[src/rtl/verificador_de_paridade.sv]
// Serial frame receiver: start bit, N_BITS data bits LSB first, parity bit, stop bit.
// Checks even parity by default; defining PARIDADE_IMPAR_EN switches to odd parity.
module verificador_de_paridade #(
    parameter int N_BITS = 4,
    parameter int CNT_W  = 8
) (
    input  logic              clk,
    input  logic              rst_n,
    input  logic              bit_in,
    input  logic              bit_en,
    output logic [N_BITS-1:0] D_out,
    output logic              word_valid,
    output logic              erro_paridade,
    output logic              erro_quadro,
    output logic [CNT_W-1:0]  cont_erros,
    output logic              ocupado
);

    localparam int IDX_W = (N_BITS > 1) ? $clog2(N_BITS) : 1;
    localparam logic [IDX_W-1:0] IDX_ULT = IDX_W'(N_BITS - 1);

    typedef enum logic [1:0] {IDLE, DADOS, PARIDADE, PARADA} estado_t;

    estado_t           estado;
    logic [N_BITS-1:0] shreg;
    logic [IDX_W-1:0]  idx;
    logic              par_run;
    logic              erro_calc;
    logic              erro_bit;
    logic              cnt_sat;

    // Mismatch between the running data XOR and the parity bit on the line.
`ifdef PARIDADE_IMPAR_EN
    assign erro_bit = ~(par_run ^ bit_in);
`else
    assign erro_bit = par_run ^ bit_in;
`endif

    assign cnt_sat = &cont_erros;
    assign ocupado = (estado != IDLE);

    always_ff @(posedge clk or negedge rst_n) begin
        if (!rst_n) begin
            estado        <= IDLE;
            shreg         <= '0;
            idx           <= '0;
            par_run       <= 1'b0;
            erro_calc     <= 1'b0;
            D_out         <= '0;
            word_valid    <= 1'b0;
            erro_paridade <= 1'b0;
            erro_quadro   <= 1'b0;
            cont_erros    <= '0;
        end else begin
            word_valid  <= 1'b0;
            erro_quadro <= 1'b0;
            if (bit_en) begin
                unique case (estado)
                    IDLE: begin
                        if (!bit_in) begin
                            estado  <= DADOS;
                            idx     <= '0;
                            shreg   <= '0;
                            par_run <= 1'b0;
                        end
                    end
                    DADOS: begin
                        shreg[idx] <= bit_in;
                        par_run    <= par_run ^ bit_in;
                        if (idx == IDX_ULT) estado <= PARIDADE;
                        else                idx    <= idx + IDX_W'(1);
                    end
                    PARIDADE: begin
                        erro_calc <= erro_bit;
                        estado    <= PARADA;
                    end
                    PARADA: begin
                        // A bad stop bit discards the word and counts only as a framing error.
                        if (bit_in) begin
                            D_out         <= shreg;
                            erro_paridade <= erro_calc;
                            word_valid    <= 1'b1;
                            if (erro_calc && !cnt_sat) cont_erros <= cont_erros + CNT_W'(1);
                        end else begin
                            erro_quadro <= 1'b1;
                            if (!cnt_sat) cont_erros <= cont_erros + CNT_W'(1);
                        end
                        estado <= IDLE;
                    end
                    default: estado <= IDLE;
                endcase
            end
        end
    end

endmodule

[config.mk]
export PLATFORM = sky130hd
export DESIGN_NAME = verificador_de_paridade
export DESIGN_NICKNAME = d
export VERILOG_FILES = /design/src/rtl/verificador_de_paridade.sv
export SDC_FILE = /design/constraint.sdc
export NUM_CORES = 1
export LEC_CHECK = 0
export ABC_CLOCK_PERIOD_IN_PS = 1500
export BUFFER_PORTS_ARGS = -buffer_cell sky130_fd_sc_hd__buf_2
export CELL_PAD_IN_SITES_DETAIL_PLACEMENT = 2
export CELL_PAD_IN_SITES_GLOBAL_PLACEMENT = 2
export CORE_MARGIN = 10
export CORE_UTILIZATION = 32
export CTS_CLUSTER_DIAMETER = 50
export DETAILED_ROUTE_END_ITERATION = 8
export PLACE_DENSITY = 0.79
export SETUP_SLACK_MARGIN = 0.5
export SYNTH_ARGS = -nofsm -noshare
export SYNTH_HDL_FRONTEND = slang
export SYNTH_SLANG_ARGS = --single-unit
export TNS_END_PERCENT = 5
[constraint.sdc]
create_clock -name clk -period 1.5 [get_ports clk]
set_clock_uncertainty 0.05 [all_clocks]
set_input_delay 0.15 -clock clk [delete_from_list [all_inputs] [get_ports clk]]
set_output_delay 0.15 -clock clk [all_outputs]
set_load 0.01 [all_outputs]
# Yosys cells after proc, flatten, opt, wreduce, memory -nomap -nowiden
# Index checks and enable logic that the tools add are counted.
# totals
regBits	25
out_inout_bits	16
wordCells	59
# classes
add_sub_neg	2
order_cmp	2
eq_ne	9
n_mux	22
bitwise	1
reduce_logical	13
# op_table
op	count
$mux 8	3
$reduce_and 3->1	3
$add 8x1->8 const B	1
$mux 1	8
$mux 2	4
$ne 2x2->1 const B	4
$pmux 2 s4	1
$pmux 4 s2	1
$reduce_and 4->1	2
$reduce_and 8->1	1
$eq 2x2->1 const B	3
$bwmux 4	1
$mux 4	1
$pmux 2 s2	1
$reduce_bool 2->1	2
$lt 2x3->1 const B	1
$add 2x1->2 const B	1
$demux 1 s2	1
$eq 2x1->1 const B	1
$ge 2x1->1 const B	1
$logic_and 1x1->1	2
$logic_not 2->1	1
$ne 2x1->1 const B	1
$pmux 1 s2	1
3 further kinds	3

# Longest topological paths before layout
# Gate-level depths: netlist of the first run.
# depth
depth_word	6
mapped_depth	7
depth_no_buf	6

# Least setup slack after synthesis of the first run
# Ideal clock, no wire load.
# synth_timing
path_kind	reg2reg
start	register estado[0]
end	register par_run
setup_ns	0.086
arrival_ns	1.411
slack_ns	-0.047
stages_incl_launch_ff	8
n_path_buf	1
period_less_slack_ns	1.547
cell_sequence	dfrtp_1 inv_1 ha_1 inv_2 and3_1 clkbuf_1 and3_1 nor3_1
# synth_via
elab_chain_len	3
elab_cells_between_ends	6
# synth_rtl
element	line	rtl
start: declaration	24	estado_t estado;
start signal: assignment	44	estado <= IDLE;
start signal: assignment	61	estado <= DADOS;
start signal: assignment	70	if (idx == IDX_ULT) estado <= PARIDADE;
$eq 2x1->1 / $logic_not 2->1 (equally long branches)	58	unique case (estado)
$reduce_bool 2->1 (no source line) / $ne 2x2->1 (equally long branches)	-	
$reduce_and 3->1 (no source line)	-	
end signal: assignment	69	par_run <= par_run ^ bit_in;
end: declaration	27	logic par_run;
# Several ways; a longest one is shown, not always the timed one.
# A chain may end at the register's enable or synchronous reset.

# Final worst setup path of the first run
# layout_timing
start	register cont_erros[0]
end	register cont_erros[3]
# layout_via
elab_chain_len	5
elab_cells_between_ends	10
# layout_rtl
element	line	rtl
start: declaration	15	output logic [CNT_W-1:0] cont_erros,
start signal: assignment	83	if (erro_calc && !cnt_sat) cont_erros <= cont_erros + CNT_W'(1);
start signal: assignment	86	if (!cnt_sat) cont_erros <= cont_erros + CNT_W'(1);
parallel branches: the longest is 5 deep, another holds $add 8x1->8	-	
# Several ways; the timed one is not identified. The select of a mux whose other input is x is not followed.

==> results of run 1 <==
synth_stat cells:
library cell  count
xnor2_1           1
nand3_1           4
and3_1            2
or2_1             1
o21ai_1           3
o211ai_4          1
inv_2             2
a21oi_1           4
xor2_1            5
mux2_4            1
inv_1             6
mux2i_1           4
clkbuf_1          1
mux2_1            2
nor4_2            1
nor2_2            1
o21ba_1           1
dfrtp_1          25
a22o_1            2
nor3_1            5
nand2_1          13
ha_1             10
a21boi_2          1
nor3b_1           1
nor2_1            1
o21ai_0           6
nor3_2            1
and2b_2           1
a31oi_1           1
and2_1            1
mux2_2            5
nor4_1            1
cell usage in the layout, fill, tap and decap left out, types with 2 or more instances in the layout:
cell type	Yosys	layout
and3_4	0	2
nand3_1	4	2
inv_1	6	3
buf_4	0	11
nor4_4	0	2
dfrtp_2	0	6
buf_6	0	16
mux2_4	1	2
nor3_4	0	4
a21oi_1	4	3
ha_1	10	5
mux2i_1	4	3
xor2_1	5	5
buf_2	0	9
inv_4	0	2
ha_4	0	4
nand2_1	13	11
dfrtp_1	25	19
nand2_2	0	2
o21ai_1	3	7
a22o_1	2	2
inv_2	2	3
mux2_2	5	6
clkbuf_8	0	3
nand3_4	0	2
nor3_2	1	2
area by class of cell:
type / instances / area, um2 / area share (%)
clock buffer: 3 / 41.3 / 2.12
clock inverter: 1 / 5.00 / 0.257
inverter: 8 / 35.0 / 1.80
multi-input combinational: 80 / 825 / 42.4
sequential: 25 / 633 / 32.6
tap: 48 / 60.1 / 3.09
timing repair buffer: 39 / 345 / 17.8
worst max-delay path: cells and delay by family (launching register included):
family	cells	cell delay, ns
flops	1	0.45
simple gates	3	0.33
buf+inv	2	0.26
fa+ha+maj	1	0.19
xor+xnor	1	0.17
sequential cells by signal (all words and copies together), names as in the netlist:
| signal | count |
|---|---|
| idx | 2 |
| erro_paridade | 1 |
| word_valid | 1 |
| estado | 2 |
| par_run | 1 |
| erro_quadro | 1 |
| erro_calc | 1 |
| D_out | 4 |
| cont_erros | 8 |
| shreg | 4 |
metrics by stage:
| stage | setup TNS [ns] | utilization [%] | worst slack, ns | hold WS (ns) |
|---|---|---|---|---|
| after floorplan | 0 | - | 0.0188 | -0.196 |
| after global placement | 0 | 40.6 | 0.0109 | 0.123 |
| after detailed placement | -0.131 | 40.6 | -0.0425 | 0.137 |
| after CTS | -0.00633 | 46.7 | -0.00362 | 0.173 |
| after global routing | -0.742 | 51.6 | -0.118 | 0.175 |
| final | -0.0993 | 51.6 | -0.0373 | 0.165 |
routing by layer:
layer | wire [um] | track usage [%]
met5 | 0 | 0
met4 | 53 | 4.15
met3 | 193 | 2.83
met2 | 2800 | 22.9
met1 | 1860 | 11.2
cells by family after synthesis:
group	Yosys count	share of synthesized area, %
AND/OR/NAND/NOR	33	13.6
flip-flops	25	49.0
AO/OA/AOI/OAI	19	10.3
multiplexers	12	10.5
adder cells (fa/ha/maj)	10	9.80
buffers and inverters	9	2.65
XOR/XNOR	6	4.12
how the worst max path moves through the flow:
stage,to,slack (ns),cells after the start
floorplan,cont_erros[1],0.02,5
global placement,cont_erros[7],0.01,4
detailed placement,par_run,-0.04,6
CTS,cont_erros[5],-0.004,6
global route,cont_erros[0],-0.12,7
finish,cont_erros[3],-0.04,7
power breakdown:
group | internal (mW) | switching (mW)
clock network | 0.187 | 0.240
logic | 1.00 | 0.986
registers | 0.949 | 0.332
repair_timing:
item | CTS | global route
hold buffers | 1 | 0
gates resized for setup | 30 | 34
pin swaps | 9 | 17
endpoints found under the hold margin | 25 | 0
buffers inserted | 7 | 3
setup endpoints to repair | 37 | 42
gates cloned | 0 | 0
==> qor.csv, run 1 <==
stage,metric,value,unit
outcome,status,finished with violations,
outcome,violated checks,setup timing,
floorplan,Initial Util,33.8,%
floorplan,num ports,20,
finish,diode count,0,
clocking,clk slew on worst S/H paths,0.10,ns
finish,fill count,368,
clocking,Num CTS Buffers,3,
timing,# setup viols final,5,
critical_path,CP Class,reg2reg,
critical_path,critical path startpoint,cont_erros[0],
clocking,clock tree from TritonCTS,yes,
critical_path,WP data arrival,1.69,ns
timing,Rel. slew slack,74.3,%
global_routing,GRT Total Usage,11.6,%
critical_path,Reg-to-Reg Start,cont_erros[0],
timing,final-report max-slew violation count,0,
place,gp weighted congestion,0.715,
floorplan,die footprint,6910,um2
detailed_routing,drt first-iter violations,44,
timing,fin worst setup slack,-0.0373,ns
critical_path,slowest CP cell,dfrtp_2,
pwr,Power Total,3.70,mW
finish,Finished Layout Cells,204,
clocking,clock buffer depth,2,
clocking,CTS H-tree depth,1,
floorplan,Cell Rows,22,
synth,synth warn,0,
critical_path,crit path capture type,register,
synth,Mapped Area,1280,um2
clocking,TritonCTS Sinks,25,
synth,"Seq/Total Area, Yosys",49.0,%
critical_path,CP startpoint kind,register,
hold_path,Hold Path End,erro_calc,
timing,RSZ-0062 raised after global routing,true,
floorplan,die width,83.2,um
critical_path,"slowest stage delay, CP",0.45,ns
critical_path,worst-path fanout max,4,
global_routing,first-pass GRT wire length,6580,um
hold_path,HP Start,bit_en,
floorplan,CORE AREA,3770,um2
synth,Synth Area per Inst,11.2,um2
detailed_routing,Post-route DRC,0,
timing,Worst-Margin Slew,0.385,ns
synth,synth top area cells,"dfrtp_1 (49%), ha_1 (9.8%), mux2_2 (4.4%)",
hold_path,WHS Path Cells,2,
global_routing,pin count of the biggest net entering global routing,26,
floorplan,DIE HEIGHT,83.2,um
synth,Yosys reg bits,25,
flow_run,Max-Cap Viols,0,
synth,Post-Syn Nets,128,
detailed_routing,DR vias,1058,
finish,fin area,1940,um2
critical_path,worst path required time,1.65,ns
timing,Period minus WS final,1.54,ns
place,hpwl dp,2590,um
place,I/O Buffers,19,
detailed_routing,DR WL/cell,24.0,um
global_routing,antenna violations before repair,0,
clocking,clk_lat worst skew,0.28,ns
detailed_routing,first-pass iteration count of the detailed router,3,
pwr,pwr dens,1900,nW/um2
timing,top achievable clock speed,0.650,GHz
finish,final net count,171,
pwr,P_leak,0.876,nW
place,DP Cell Count,189,
synth,Syn Inst Count,114,
synth,top cell type's share of synthesized area,49.0,%
detailed_routing,DRT Wirelength,4910,um
hold_path,Hold Crit Class,in2reg,
critical_path,R2R Setup Slk,-0.04,ns
timing,post-route clock period utilization,102,%
place,placed inst area,1530,um2
synth,post-synth cell types,32,
synth,largest area contributor in the netlist,dfrtp_1,
global_routing,vias in the first global route,1244,
finish,share of layout cells above drive strength 1,57.1,%
clocking,clock root buffer,clkbuf_8,
pwr,peak supply drop,662,uV
detailed_routing,antenna-violating nets left,0,
global_routing,GR Overflow Total,0,
critical_path,Worst R2R End,cont_erros[3],
detailed_routing,Vias/cell,5.19,
critical_path,CP Cell Sequence,"ha_4, nand3_4, nor3_4, buf_12, buf_6, nor3_2, xor2_1",
critical_path,cells on worst reg2reg path,7,
timing,Final Hold Fails,0,
finish,synth-to-layout area growth,52.4,%
Power figures use the tool's default switching activity.
==> run 2, diff against run 1 <==
Settings changed: BUFFER_PORTS_ARGS -buffer_cell sky130_fd_sc_hd__buf_2 to -buffer_cell sky130_fd_sc_hd__buf_4.
==> qor.csv, run 2 (synthesized netlist as in run 1, its figures left out) <==
stage,metric,value,unit
clocking,Num CTS Buffers,3,
detailed_routing,Post-route DRC,0,
place,gp weighted congestion,0.712,
critical_path,crit path capture type,register,
floorplan,DIE HEIGHT,83.2,um
global_routing,GRT Total Usage,11.2,%
outcome,violated checks,setup timing,
finish,share of layout cells above drive strength 1,51.0,%
finish,fin area,1910,um2
global_routing,antenna violations before repair,0,
critical_path,worst-path fanout max,4,
place,I/O Buffers,19,
timing,# setup viols final,1,
hold_path,HP Start,bit_en,
clocking,clock root buffer,clkbuf_8,
critical_path,CP Class,reg2reg,
timing,fin worst setup slack,-0.00716,ns
global_routing,pin count of the biggest net entering global routing,26,
detailed_routing,drt first-iter violations,47,
pwr,pwr dens,1900,nW/um2
finish,diode count,0,
finish,Top reg by flops,cont_erros,
finish,fill count,377,
clocking,clk slew on worst S/H paths,0.10,ns
pwr,P_leak,0.879,nW
global_routing,GR Overflow Total,0,
timing,RSZ-0062 raised after global routing,true,
finish,max FFs per register,8,
finish,final net count,170,
floorplan,Cell Rows,22,
finish,Finished Core Util,50.5,%
floorplan,Initial Util,33.8,%
critical_path,worst path required time,1.62,ns
global_routing,vias in the first global route,1176,
timing,post-route clock period utilization,100,%
detailed_routing,antenna-violating nets left,0,
place,setup slack at placement,-0.0652,ns
floorplan,die footprint,6910,um2
clocking,TritonCTS Sinks,25,
critical_path,Reg-to-Reg Start,cont_erros[0],
timing,Rel. slew slack,77.4,%
place,hpwl dp,2520,um
flow_run,Max-Cap Viols,0,
floorplan,CORE AREA,3770,um2
clocking,clk_lat worst skew,0.28,ns
timing,Period minus WS final,1.51,ns
critical_path,CP startpoint kind,register,
pwr,Power Total,3.62,mW
floorplan,num ports,20,
finish,Largest regs,"cont_erros x8, D_out x4, shreg x4",
clocking,clock tree from TritonCTS,yes,
detailed_routing,DR vias,1029,
clocking,CTS H-tree depth,1,
pwr,peak supply drop,657,uV
floorplan,die width,83.2,um
hold_path,Hold Crit Class,in2reg,
place,placed inst area,1590,um2
detailed_routing,DR WL/cell,21.6,um
critical_path,WP data arrival,1.62,ns
timing,Worst-Margin Slew,0.339,ns
timing,top achievable clock speed,0.664,GHz
clocking,clock buffer depth,2,
timing,final-report max-slew violation count,0,
detailed_routing,first-pass iteration count of the detailed router,4,
finish,synth-to-layout area growth,49.3,%
finish,most frequent cells in the layout,"buf_4 (22), dfrtp_1 (21), buf_6 (15)",
outcome,status,finished with violations,
detailed_routing,DRT Wirelength,4380,um
global_routing,first-pass GRT wire length,6400,um
finish,"most common cell after layout, fill and taps aside",buf_4,
critical_path,critical path startpoint,cont_erros[0],
timing,Final Hold Fails,0,
detailed_routing,Vias/cell,5.07,
==> run 2: cell count changes in the layout (fill, tap and decap cells not counted), sizes merged <==
cell	previous run	this run
clkbuf	4	3
==> run 2: repair_timing <==
action / CTS / global route
resized for setup: 24 / 24
endpoints found under the hold margin: 25 / 0
cloned: 0 / 0
buffers inserted: 7 / 1
pin swaps: 7 / 12
setup endpoints to repair: 39 / 40
hold buffers: 1 / 0
==> run 2: worst max-delay path, stage by stage, from the launching register on <==
cell and delay, ns:
dfrtp_1 0.42, ha_4 0.17, nand3_4 0.10, nor3_4 0.28, nor2_4 0.07, mux2_4 0.31
==> run 2: metal layers <==
metal,track usage [%],routed length [um]
met1,12.6,1780
met2,20.5,2410
met3,2.93,147
met4,2.31,40
met5,0,0
==> run 2: cell type report <==
| type | instances | area [um2] | area share [%] |
|---|---|---|---|
| inverters | 8 | 32.5 | 1.71 |
| clock inverters | 1 | 5.00 | 0.263 |
| multi-input cells | 80 | 792 | 41.6 |
| flip-flops and latches | 25 | 631 | 33.1 |
| repair buffers | 38 | 344 | 18.1 |
| clock buffers | 3 | 41.3 | 2.17 |
| well taps | 48 | 60.1 | 3.15 |
==> run 2: path summary, 6_finish.rpt <==
kind | to | slack [ns] | cells after the start
max | cont_erros[1] | -0.007 | 5
min | erro_calc | 0.1 | 2
max reg2reg | cont_erros[1] | -0.007 | 5
min reg2reg | shreg[1] | 0.50 | 2
max in group asynchronous | estado[0] | 0.82 | 2
min in group asynchronous | shreg[3] | 0.30 | 2
==> run 2: through the flow <==
step / hold WS [ns] / instances / TNS [ns]
after global routing: 0.0967 / 203 / -0.427
after floorplan: -0.196 / 114 / 0
after global placement: 0.0220 / 190 / 0
after detailed placement: 0.0302 / 190 / -0.211
after CTS: 0.0982 / 202 / 0
final: 0.0957 / 203 / -0.00716
==> run 2: report_power, final <==
| part | leakage, nW | switching (mW) | internal [mW] |
|---|---|---|---|
| sequential | 0.304 | 0.337 | 0.947 |
| clock | 0.0255 | 0.243 | 0.187 |
| combinational | 0.549 | 0.903 | 1.00 |
==> run 3, diff against run 2 <==
--- a/config.mk
+++ b/config.mk
@@ -10,4 +10,5 @@
 export CELL_PAD_IN_SITES_DETAIL_PLACEMENT = 2
 export CELL_PAD_IN_SITES_GLOBAL_PLACEMENT = 2
+export CORE_ASPECT_RATIO = 1.5
 export CORE_MARGIN = 10
 export CORE_UTILIZATION = 32
==> constraint.sdc (replaced) <==
create_clock -name clk -period 1.5 [get_ports clk]
set_clock_uncertainty 0.05 [all_clocks]
set_input_delay 0.075 -clock clk [delete_from_list [all_inputs] [get_ports clk]]
set_output_delay 0.075 -clock clk [all_outputs]
set_load 0.01 [all_outputs]
==> qor.csv, run 3 (synthesized netlist as in run 1, its figures left out) <==
stage,metric,value,unit
critical_path,"slowest stage delay, CP",0.42,ns
timing,post-route clock period utilization,102,%
global_routing,first-pass GRT wire length,6130,um
timing,final-report max-slew violation count,0,
detailed_routing,DR vias,990,
finish,Top reg by flops,cont_erros,
finish,final net count,169,
finish,most frequent cells in the layout,"buf_4 (23), dfrtp_1 (21), buf_6 (12)",
global_routing,pin count of the biggest net entering global routing,26,
critical_path,CP Cell Sequence,"ha_4, o211ai_4, buf_4, nor2_2, mux2_4",
place,gp weighted congestion,0.757,
detailed_routing,Post-route DRC,0,
critical_path,CP startpoint kind,register,
finish,Finished Core Util,47.8,%
critical_path,crit path capture type,register,
finish,"most common cell after layout, fill and taps aside",buf_4,
finish,Largest regs,"cont_erros x8, D_out x4, shreg x4",
floorplan,DIE HEIGHT,97.3,um
timing,# setup viols final,2,
timing,WHS,0.109,ns
timing,top achievable clock speed,0.651,GHz
clocking,CTS H-tree depth,1,
timing,Worst-Margin Slew,0.340,ns
place,placed inst area,1580,um2
clocking,Num CTS Buffers,3,
finish,share of layout cells above drive strength 1,50.0,%
clocking,clock root buffer,clkbuf_8,
clocking,clk slew on worst S/H paths,0.09,ns
clocking,TritonCTS Sinks,25,
global_routing,vias in the first global route,1225,
pwr,pwr dens,1870,nW/um2
critical_path,critical path startpoint,estado[1],
clocking,clk_lat worst skew,0.27,ns
timing,RSZ-0062 raised after global routing,true,
floorplan,die footprint,6970,um2
clocking,clock tree from TritonCTS,yes,
detailed_routing,Vias/cell,4.97,
finish,Finished Layout Cells,199,
floorplan,die width,71.6,um
pwr,P_leak,0.871,nW
finish,fill count,405,
place,hpwl dp,2680,um
detailed_routing,drt first-iter violations,21,
timing,Final Hold Fails,0,
place,DP Cell Count,187,
finish,fin area,1860,um2
floorplan,Initial Util,32.8,%
outcome,violated checks,setup timing,
critical_path,WP data arrival,1.65,ns
hold_path,HP Start,bit_en,
critical_path,worst path required time,1.61,ns
critical_path,Reg-to-Reg Start,estado[1],
finish,synth-to-layout area growth,45.8,%
timing,fin worst setup slack,-0.0355,ns
critical_path,CP Class,reg2reg,
hold_path,Hold Crit Class,in2reg,
global_routing,antenna violations before repair,0,
clocking,clock buffer depth,2,
floorplan,CORE AREA,3890,um2
floorplan,Cell Rows,28,
finish,max FFs per register,8,
place,I/O Buffers,19,
detailed_routing,first-pass iteration count of the detailed router,3,
finish,diode count,0,
critical_path,slowest CP cell,dfrtp_2,
detailed_routing,DRT Wirelength,3610,um
outcome,status,finished with violations,
global_routing,GR Overflow Total,0,
timing,Rel. slew slack,77.3,%
detailed_routing,antenna-violating nets left,0,
pwr,peak supply drop,849,uV
detailed_routing,DR WL/cell,18.1,um
floorplan,num ports,20,
critical_path,worst-path fanout max,5,
flow_run,Max-Cap Viols,0,
timing,Period minus WS final,1.54,ns
global_routing,GRT Total Usage,10.6,%
[run 3: routing by layer]
layer,routed length (um),track usage [%],vias up
li1,-,-,470
met1,1420,11.8,503
met2,2020,19.2,15
met3,136,1.94,2
met4,27,3.59,0
met5,0,0,-
[run 3: final cells by class]
type,instances,area [um2],share of cell area [%]
sequential,25,631,33.9
multi-input combinational,80,767,41.2
inverter,8,32.5,1.75
timing repair buffer,37,328,17.6
clock inverter,1,5.00,0.269
tap,45,56.3,3.03
clock buffer,3,41.3,2.22
[run 3: worst paths after layout]
check	end	slack, ns	depth (start not counted)
worst max-delay path	cont_erros[1]	-0.04	5
worst min-delay path	erro_calc	0.11	3
worst max register to register	cont_erros[1]	-0.04	5
worst min register to register	D_out[0]	0.47	1
max in group asynchronous	estado[1]	0.93	2
min in group asynchronous	shreg[2]	0.19	2
[run 3: timing repair]
action / in CTS / in global routing
hold buffers: 2 / 0
gates resized for setup: 20 / 21
buffers inserted: 5 / 1
pin swaps: 3 / 8
setup endpoints to repair: 31 / 33
hold endpoints to repair: 26 / 0
[run 3: worst max-delay path, delay by kind of cell (launching register included)]
family                   cells  cell delay [ns]
flip-flops                   1             0.42
multiplexers                 1             0.32
buffers and inverters        1             0.18
adder cells (fa/ha/maj)      1             0.17
AND/OR/NAND/NOR              1             0.17
AO/OA/AOI/OAI                1             0.12
[run 3: report_power, final]
part	total [mW]	switching, mW	internal, mW	leakage (nW)
Combinational	1.84	0.843	0.996	0.541
Clock	0.409	0.223	0.186	0.0255
Sequential	1.23	0.286	0.947	0.304
[run 3: metrics by stage]
| stage | power [mW] | setup TNS, ns | setup WS [ns] |
|---|---|---|---|
| after floorplan | 1.96 | 0 | 0.0188 |
| after global placement | 2.52 | -0.0224 | -0.0224 |
| after detailed placement | 2.67 | -0.328 | -0.0919 |
| after global routing | 3.76 | -0.324 | -0.0853 |
| final | 3.48 | -0.0459 | -0.0355 |
| after CTS | 3.35 | -0.0177 | -0.0130 |
